==> src/rtl/ring_router_pkg.sv <==
// rtl/ring_router_pkg.sv - shared constants and packet helpers for the ring router
package ring_router_pkg;

  // Default packet layout
  localparam int DEF_DATA_W  = 64;
  localparam int DEF_DIR_BIT = 30;
  localparam int DEF_HOP_LSB = 18;
  localparam int DEF_HOP_W   = 8;

  // Port indices, used for both input and output arrays
  localparam int CW  = 0;
  localparam int CCW = 1;
  localparam int PE  = 2;

  // Virtual channel indices
  localparam logic VC_EVEN = 1'b0;
  localparam logic VC_ODD  = 1'b1;

  typedef logic [DEF_DATA_W-1:0] pkt_t;

  // One hop consumed: logical right shift of the hop field, everything else untouched
  function automatic pkt_t hop_shift(input pkt_t pkt);
    pkt_t r;
    r = pkt;
    r[DEF_HOP_LSB +: DEF_HOP_W] = pkt[DEF_HOP_LSB +: DEF_HOP_W] >> 1;
    return r;
  endfunction

endpackage

==> src/rtl/ring_router_vc_rr_arb2.sv <==
// rtl/ring_router_vc_rr_arb2.sv - two-requester round-robin arbiter with shared pointer
module rr_arb2 (
  input  logic       clk,
  input  logic       reset,
  input  logic [1:0] req,
  input  logic       en,
  output logic [1:0] gnt
);

  // r_ptr=0 favours requester 0 (the ring input on ring outputs)
  logic r_ptr;

  // Grant the lone requester, or the favoured one when both ask
  always_comb begin
    gnt = 2'b00;
    if (en) begin
      if (req == 2'b11) gnt = r_ptr ? 2'b10 : 2'b01;
      else              gnt = req;
    end
  end

  // Pointer moves to the loser only after a contested grant
  always_ff @(posedge clk or posedge reset) begin
    if (reset)                     r_ptr <= 1'b0;
    else if (en && req == 2'b11)   r_ptr <= ~r_ptr;
  end

endmodule

==> src/rtl/ring_router_vc.sv <==
// rtl/ring_router_vc.sv - bidirectional ring-node router with even/odd virtual channels
module ring_router_vc
  import ring_router_pkg::*;
#(
  parameter int DATA_W  = DEF_DATA_W,
  parameter int DIR_BIT = DEF_DIR_BIT,
  parameter int HOP_LSB = DEF_HOP_LSB,
  parameter int HOP_W   = DEF_HOP_W
) (
  input  logic              clk,
  input  logic              reset,
  input  logic              cwsi,
  output logic              cwri,
  input  logic [DATA_W-1:0] cwdi,
  input  logic              ccwsi,
  output logic              ccwri,
  input  logic [DATA_W-1:0] ccwdi,
  input  logic              pesi,
  output logic              peri,
  input  logic [DATA_W-1:0] pedi,
  output logic              cwso,
  input  logic              cwro,
  output logic [DATA_W-1:0] cwdo,
  output logic              ccwso,
  input  logic              ccwro,
  output logic [DATA_W-1:0] ccwdo,
  output logic              peso,
  input  logic              pero,
  output logic [DATA_W-1:0] pedo,
  output logic              polarity
);

  // Links work on VC r_pol, the switch on VC ~r_pol, so they never share a buffer
  logic              r_pol;
  logic [1:0]        r_in_full  [3];
  logic [1:0]        r_out_full [3];
  logic [DATA_W-1:0] r_in_buf   [3][2];
  logic [DATA_W-1:0] r_out_buf  [3][2];
  logic              r_so       [3];
  logic [DATA_W-1:0] r_do       [3];

  logic              w_sv;
  logic              w_si   [3];
  logic              w_ri   [3];
  logic              w_ro   [3];
  logic [DATA_W-1:0] w_di   [3];
  logic              w_vld  [3];
  logic [DATA_W-1:0] w_pkt  [3];
  logic [DATA_W-1:0] w_fwd  [3];
  logic [1:0]        w_req  [3];
  logic [1:0]        w_gnt  [3];
  logic              w_en   [3];
  logic              w_take [3];
  logic [DATA_W-1:0] w_win  [3];

  assign w_sv = ~r_pol;

  assign w_si[CW]  = cwsi;
  assign w_si[CCW] = ccwsi;
  assign w_si[PE]  = pesi;
  assign w_di[CW]  = cwdi;
  assign w_di[CCW] = ccwdi;
  assign w_di[PE]  = pedi;
  assign w_ro[CW]  = cwro;
  assign w_ro[CCW] = ccwro;
  assign w_ro[PE]  = pero;

  assign cwri  = w_ri[CW];
  assign ccwri = w_ri[CCW];
  assign peri  = w_ri[PE];
  assign cwso  = r_so[CW];
  assign ccwso = r_so[CCW];
  assign peso  = r_so[PE];
  assign cwdo  = r_do[CW];
  assign ccwdo = r_do[CCW];
  assign pedo  = r_do[PE];
  assign polarity = r_pol;

  // Input readiness depends only on the link-side VC buffer
  always_comb begin
    for (int x = 0; x < 3; x++) w_ri[x] = ~r_in_full[x][r_pol];
  end

  // Switch-side view of each input; ring packets that keep going lose one hop
  always_comb begin
    for (int x = 0; x < 3; x++) begin
      w_vld[x] = r_in_full[x][w_sv];
      w_pkt[x] = r_in_buf[x][w_sv];
      w_fwd[x] = w_pkt[x];
    end
    for (int x = CW; x <= CCW; x++) begin
      if (w_pkt[x][HOP_LSB])
        w_fwd[x][HOP_LSB +: HOP_W] = w_pkt[x][HOP_LSB +: HOP_W] >> 1;
    end
  end

  // Requests per output: bit0 is the favoured-at-reset ring input
  always_comb begin
    w_req[CW]  = {w_vld[PE]  & ~w_pkt[PE][DIR_BIT],  w_vld[CW]  &  w_pkt[CW][HOP_LSB]};
    w_req[CCW] = {w_vld[PE]  &  w_pkt[PE][DIR_BIT],  w_vld[CCW] &  w_pkt[CCW][HOP_LSB]};
    w_req[PE]  = {w_vld[CCW] & ~w_pkt[CCW][HOP_LSB], w_vld[CW]  & ~w_pkt[CW][HOP_LSB]};
    for (int o = 0; o < 3; o++) w_en[o] = ~r_out_full[o][w_sv];
  end

  genvar g;
  generate
    for (g = 0; g < 3; g++) begin : g_arb
      rr_arb2 u_arb (
        .clk   (clk),
        .reset (reset),
        .req   (w_req[g]),
        .en    (w_en[g]),
        .gnt   (w_gnt[g])
      );
    end
  endgenerate

  // Steer winning packets to outputs and free the inputs that won
  always_comb begin
    w_win[CW]   = w_gnt[CW][0]  ? w_fwd[CW]  : w_fwd[PE];
    w_win[CCW]  = w_gnt[CCW][0] ? w_fwd[CCW] : w_fwd[PE];
    w_win[PE]   = w_gnt[PE][0]  ? w_fwd[CW]  : w_fwd[CCW];
    w_take[CW]  = w_gnt[CW][0]  | w_gnt[PE][0];
    w_take[CCW] = w_gnt[CCW][0] | w_gnt[PE][1];
    w_take[PE]  = w_gnt[CW][1]  | w_gnt[CCW][1];
  end

  // Phase, occupancy flags and output link registers
  always_ff @(posedge clk or posedge reset) begin
    if (reset) begin
      r_pol <= 1'b0;
      for (int i = 0; i < 3; i++) begin
        r_in_full[i]  <= '0;
        r_out_full[i] <= '0;
        r_so[i]       <= 1'b0;
        r_do[i]       <= '0;
      end
    end else begin
      r_pol <= ~r_pol;
      for (int i = 0; i < 3; i++) begin
        if (w_si[i] && w_ri[i]) r_in_full[i][r_pol] <= 1'b1;
        if (w_take[i])          r_in_full[i][w_sv]  <= 1'b0;
        if (w_gnt[i] != 2'b00)  r_out_full[i][w_sv] <= 1'b1;
        if (r_out_full[i][r_pol] && w_ro[i]) begin
          r_so[i]              <= 1'b1;
          r_do[i]              <= r_out_buf[i][r_pol];
          r_out_full[i][r_pol] <= 1'b0;
        end else begin
          r_so[i] <= 1'b0;
        end
      end
    end
  end

  // Packet storage carries no reset; occupancy flags qualify it
  always_ff @(posedge clk) begin
    for (int i = 0; i < 3; i++) begin
      if (w_si[i] && w_ri[i]) r_in_buf[i][r_pol]  <= w_di[i];
      if (w_gnt[i] != 2'b00)  r_out_buf[i][w_sv]  <= w_win[i];
    end
  end

endmodule

==> config.mk <==
export PLATFORM = sky130hd
export DESIGN_NAME = ring_router_vc
export DESIGN_NICKNAME = d
export VERILOG_FILES = /design/src/rtl/ring_router_pkg.sv /design/src/rtl/ring_router_vc_rr_arb2.sv /design/src/rtl/ring_router_vc.sv
export SDC_FILE = /design/constraint.sdc
export NUM_CORES = 1
export LEC_CHECK = 0
export CORE_MARGIN = 5
export CORE_UTILIZATION = 25
export CTS_CLUSTER_DIAMETER = 40
export CTS_CLUSTER_SIZE = 40
export DETAILED_ROUTE_END_ITERATION = 8
export GPL_TIMING_DRIVEN = 0
export HOLD_SLACK_MARGIN = 0.05
export SETUP_SLACK_MARGIN = 0.05
export SLEW_MARGIN = 5
export SYNTH_ARGS = -nofsm -noshare
export SYNTH_HDL_FRONTEND = slang
export SYNTH_SLANG_ARGS = --single-unit
==> constraint.sdc <==
create_clock -name clk -period 6.73 [get_ports clk]
set_input_delay 1.346 -clock clk [delete_from_list [all_inputs] [get_ports clk]]
set_output_delay 1.346 -clock clk [all_outputs]
set_load 0.005 [all_outputs]
==> impl_metrics.env <==
export IMPL_final_layout_size_suffix_gt1_share_pct=23.9
export IMPL_synth_top_area_share_pct=62.3
export IMPL_p_per_area_nw_per_um2=428
export IMPL_finalHoldViolations=0
export IMPL_min_period_ps=5050
export IMPL_min_delay_start="r_out_buf[0][231]"
export IMPL_synthesis_area_um2=37000
export IMPL_path_depth=7
export IMPL_cts_resized=0
export IMPL_max_stage_delay_ps=760
export IMPL_ant_nets=0
export IMPL_clk_transition_reported_paths_ps=50
export IMPL_gp_congestion=0.759
export IMPL_holdBufCountCts=0
export IMPL_synthTopCellsByArea="edfxtp_1, dfrtp_1, mux4_2"
export IMPL_clock_sinks=979
export IMPL_peakVddDrop_mv=0.252
export IMPL_synth_edf_count=768
export IMPL_power_total_mw=21.2
export IMPL_rows=141
export IMPL_layout_cells_non_filler=4546
export IMPL_crit_top_cell="buf_2"
export IMPL_synth_top_area_cell="edfxtp_1"
export IMPL_start_util_pct=25.1
export IMPL_cp_cell_sequence="buf_4 > buf_6 > buf_2 > buf_2 > buf_2 > mux2i_1 > clkdlybuf4s50_1"
export IMPL_hold_class="flop to flop"
export IMPL_yosysMostFrequentCell="edfxtp_1"
export IMPL_pwr_share_comb_pct=23.7
export IMPL_ys_types=55
export IMPL_gr_total_overflow=0
export IMPL_dp_cells=4284
export IMPL_cts_root_buffer="clkbuf_16"
export IMPL_critPathTopFamily="buffers and inverters"
export IMPL_p_leak_nw=18.1
export IMPL_die_h_um=395
export IMPL_layout_nets=2690
export IMPL_slew_viol_final=0
export IMPL_clockBufferDepth=3
export IMPL_wl_per_cell_um=27.7
export IMPL_max_freq_mhz=198
export IMPL_met2_length_um=61400
export IMPL_dr_pass1_iters=7
export IMPL_area_growth_pct=34.0
export IMPL_cp_required_ps=5380
export IMPL_avgSynthCellArea_um2=19.9
export IMPL_worstMarginPinSlew_ps=1030
export IMPL_relSlewSlack_pct=31.4
export IMPL_yosys_warnings=0
export IMPL_drtIter0Drc=2267
export IMPL_port_buffers=398
export IMPL_finalSetupViolations=0
export IMPL_antenna_found_initial=28
export IMPL_p_seq_share_pct=42.1
export IMPL_wirelength_um=126000
export IMPL_die_x_um=395
export IMPL_drc=0
export IMPL_place_hpwl_um=93200
export IMPL_cp_slowest_cell="clkdlybuf4s50_1"
export IMPL_core_area_um2=147000
export IMPL_status="complete, no violations"
export IMPL_num_vias=21200
export IMPL_cap_violations=0
export IMPL_critical_path_endpoint_type="output port"
export IMPL_power_switching_mw=6.23
export IMPL_cts_max_level=4
export IMPL_cts_buffers=134
export IMPL_cts_tree="done"
export IMPL_yosys_top_cells_count="edfxtp_1, dfrtp_1, inv_1"
export IMPL_insertion_delay_ps=780
export IMPL_post_cts_buffers=0
export IMPL_critical_path_class="flop to output port"
export IMPL_r2r_start="polarity"
export IMPL_switching_share_pct=29.3
export IMPL_grt_use_total_pct=15.8
export IMPL_ys_async_sr_fraction_pct=21.6
export IMPL_holdPathStages=2
export IMPL_grt_pass1_vias=22200
export IMPL_top_layer_used="met5"
export IMPL_clkPwrFrac_pct=34.2
export IMPL_arrival_ps=3700
export IMPL_dieArea_um2=156000
export IMPL_ios=399
export IMPL_critPathMaxFanout=10
export IMPL_grt_first_pass_wirelength_um=172000
export IMPL_finalCritPeriodShare_pct=75.0
export IMPL_ys_seq_area_share_pct=76.6
export IMPL_internal_power_mw=15.0
export IMPL_final_area_um2=49600
export IMPL_synth_fp_nets=2060
export IMPL_rsz0062_at_grt="no"
export IMPL_wirelength_met1_um=48400
export IMPL_wl_met3_um=11800
export IMPL_placed_cell_area_um2=44900
export IMPL_r2r_cells=9
export IMPL_synth_seq_cells=979
export IMPL_skew_ps=41.7
export IMPL_startpoint_type="flop"
export IMPL_grt_max_degree=34
export IMPL_cp_num_buf_inv=6
export IMPL_netlist_instances=1860
export IMPL_routed_via_density=4.66
export IMPL_crit_start="polarity"
export IMPL_yosys_most_used_dff="edfxtp_1"
## path summary, 6_finish.rpt
| check | endpoint | slack, ps |
|---|---|---|
| worst max-delay path | cwri | 1680 |
| worst min-delay path | ccwdo[39] | 440 |
| worst max register to register | r_in_buf[0][109] | 3310 |
| worst min register to register | ccwdo[39] | 440 |
| max in group asynchronous | cwdo[22] | 4550 |
| min in group asynchronous | cwdo[54] | 1060 |
## cell families after synthesis
logic type	share of synthesized area, %
DFF	76.6
buffers and inverters	4.06
muxes	11.6
and+or+nand+nor	1.41
AOI/OAI and AO/OA	6.26
xor gates and xnor gates	0.0710
## area by class of cell
class	count	area, µm²
flip-flops and latches	979	28300
multi-input cells	562	7260
diodes	15	37.5
well taps	1930	2410
plain buffers	117	747
clock inverters	96	1190
repair buffers	494	5320
fillers	14000	97900
clock buffers	151	3500
inverters	202	762
## worst min-delay path: cells and delay by family (launching register included)
family	cells	cell delay, ps
AOI/OAI and AO/OA	1	60
buffers and inverters	1	50
DFF	1	310
## flip-flops by register name (all words and copies together) (netlist names)
register / cells
cwdo: 64
peso: 1
r_out_buf: 384
ccwdo: 64
ccwso: 1
cwso: 1
r_in_buf: 384
polarity: 1
r_out_full: 6
r_in_full: 6
pedo: 64
g_arb.u_arb.r_ptr: 3
## per-layer routing
layer	vias up	global-route usage (%)
li1	8986	-
met1	11000	19.0
met5	-	0
met3	193	5.56
met4	6	5.86
met2	945	26.3
## metrics by stage
stage | setup TNS (ps) | hold slack (ps) | worst slack (ps) | utilization (%)
4_1_cts | 0 | 447 | 1610 | 33.6
6_report | 0 | 444 | 1680 | 33.6
5_1_grt | 0 | 466 | 1470 | 33.6
3_5_place_dp | 0 | 441 | 2470 | 30.4
2_1_floorplan | 0 | 432 | 120 | -
3_3_place_gp | -4628220 | 434 | -8210 | 29.4
## placed cells by master (no fill, tap or decap), types with 12 or more instances in the layout
cell type	count
buf_2	51
a21oi_1	15
clkbuf_1	28
edfxtp_1	768
mux4_2	168
buf_8	21
clkinv_4	13
diode_2	15
nor2_1	23
bufinv_16	13
a222oi_1	192
inv_6	16
inv_8	12
buf_4	35
nand2_1	24
mux2_2	12
clkinvlp_4	14
buf_6	57
clkbuf_16	135
mux2i_1	36
dfrtp_1	211
inv_1	200
clkdlybuf4s50_1	398
## power groups by stage
stage	Clock (mW)	Combinational, mW	Sequential (mW)
2_1_floorplan	0	2.05	8.91
3_3_place_gp	0	4.67	9.21
3_5_place_dp	0	5.10	9.08
4_1_cts	7.43	5.12	8.96
5_1_grt	7.69	5.36	9.07
6_report	7.26	5.02	8.95
(Power assumes the default switching activity.)
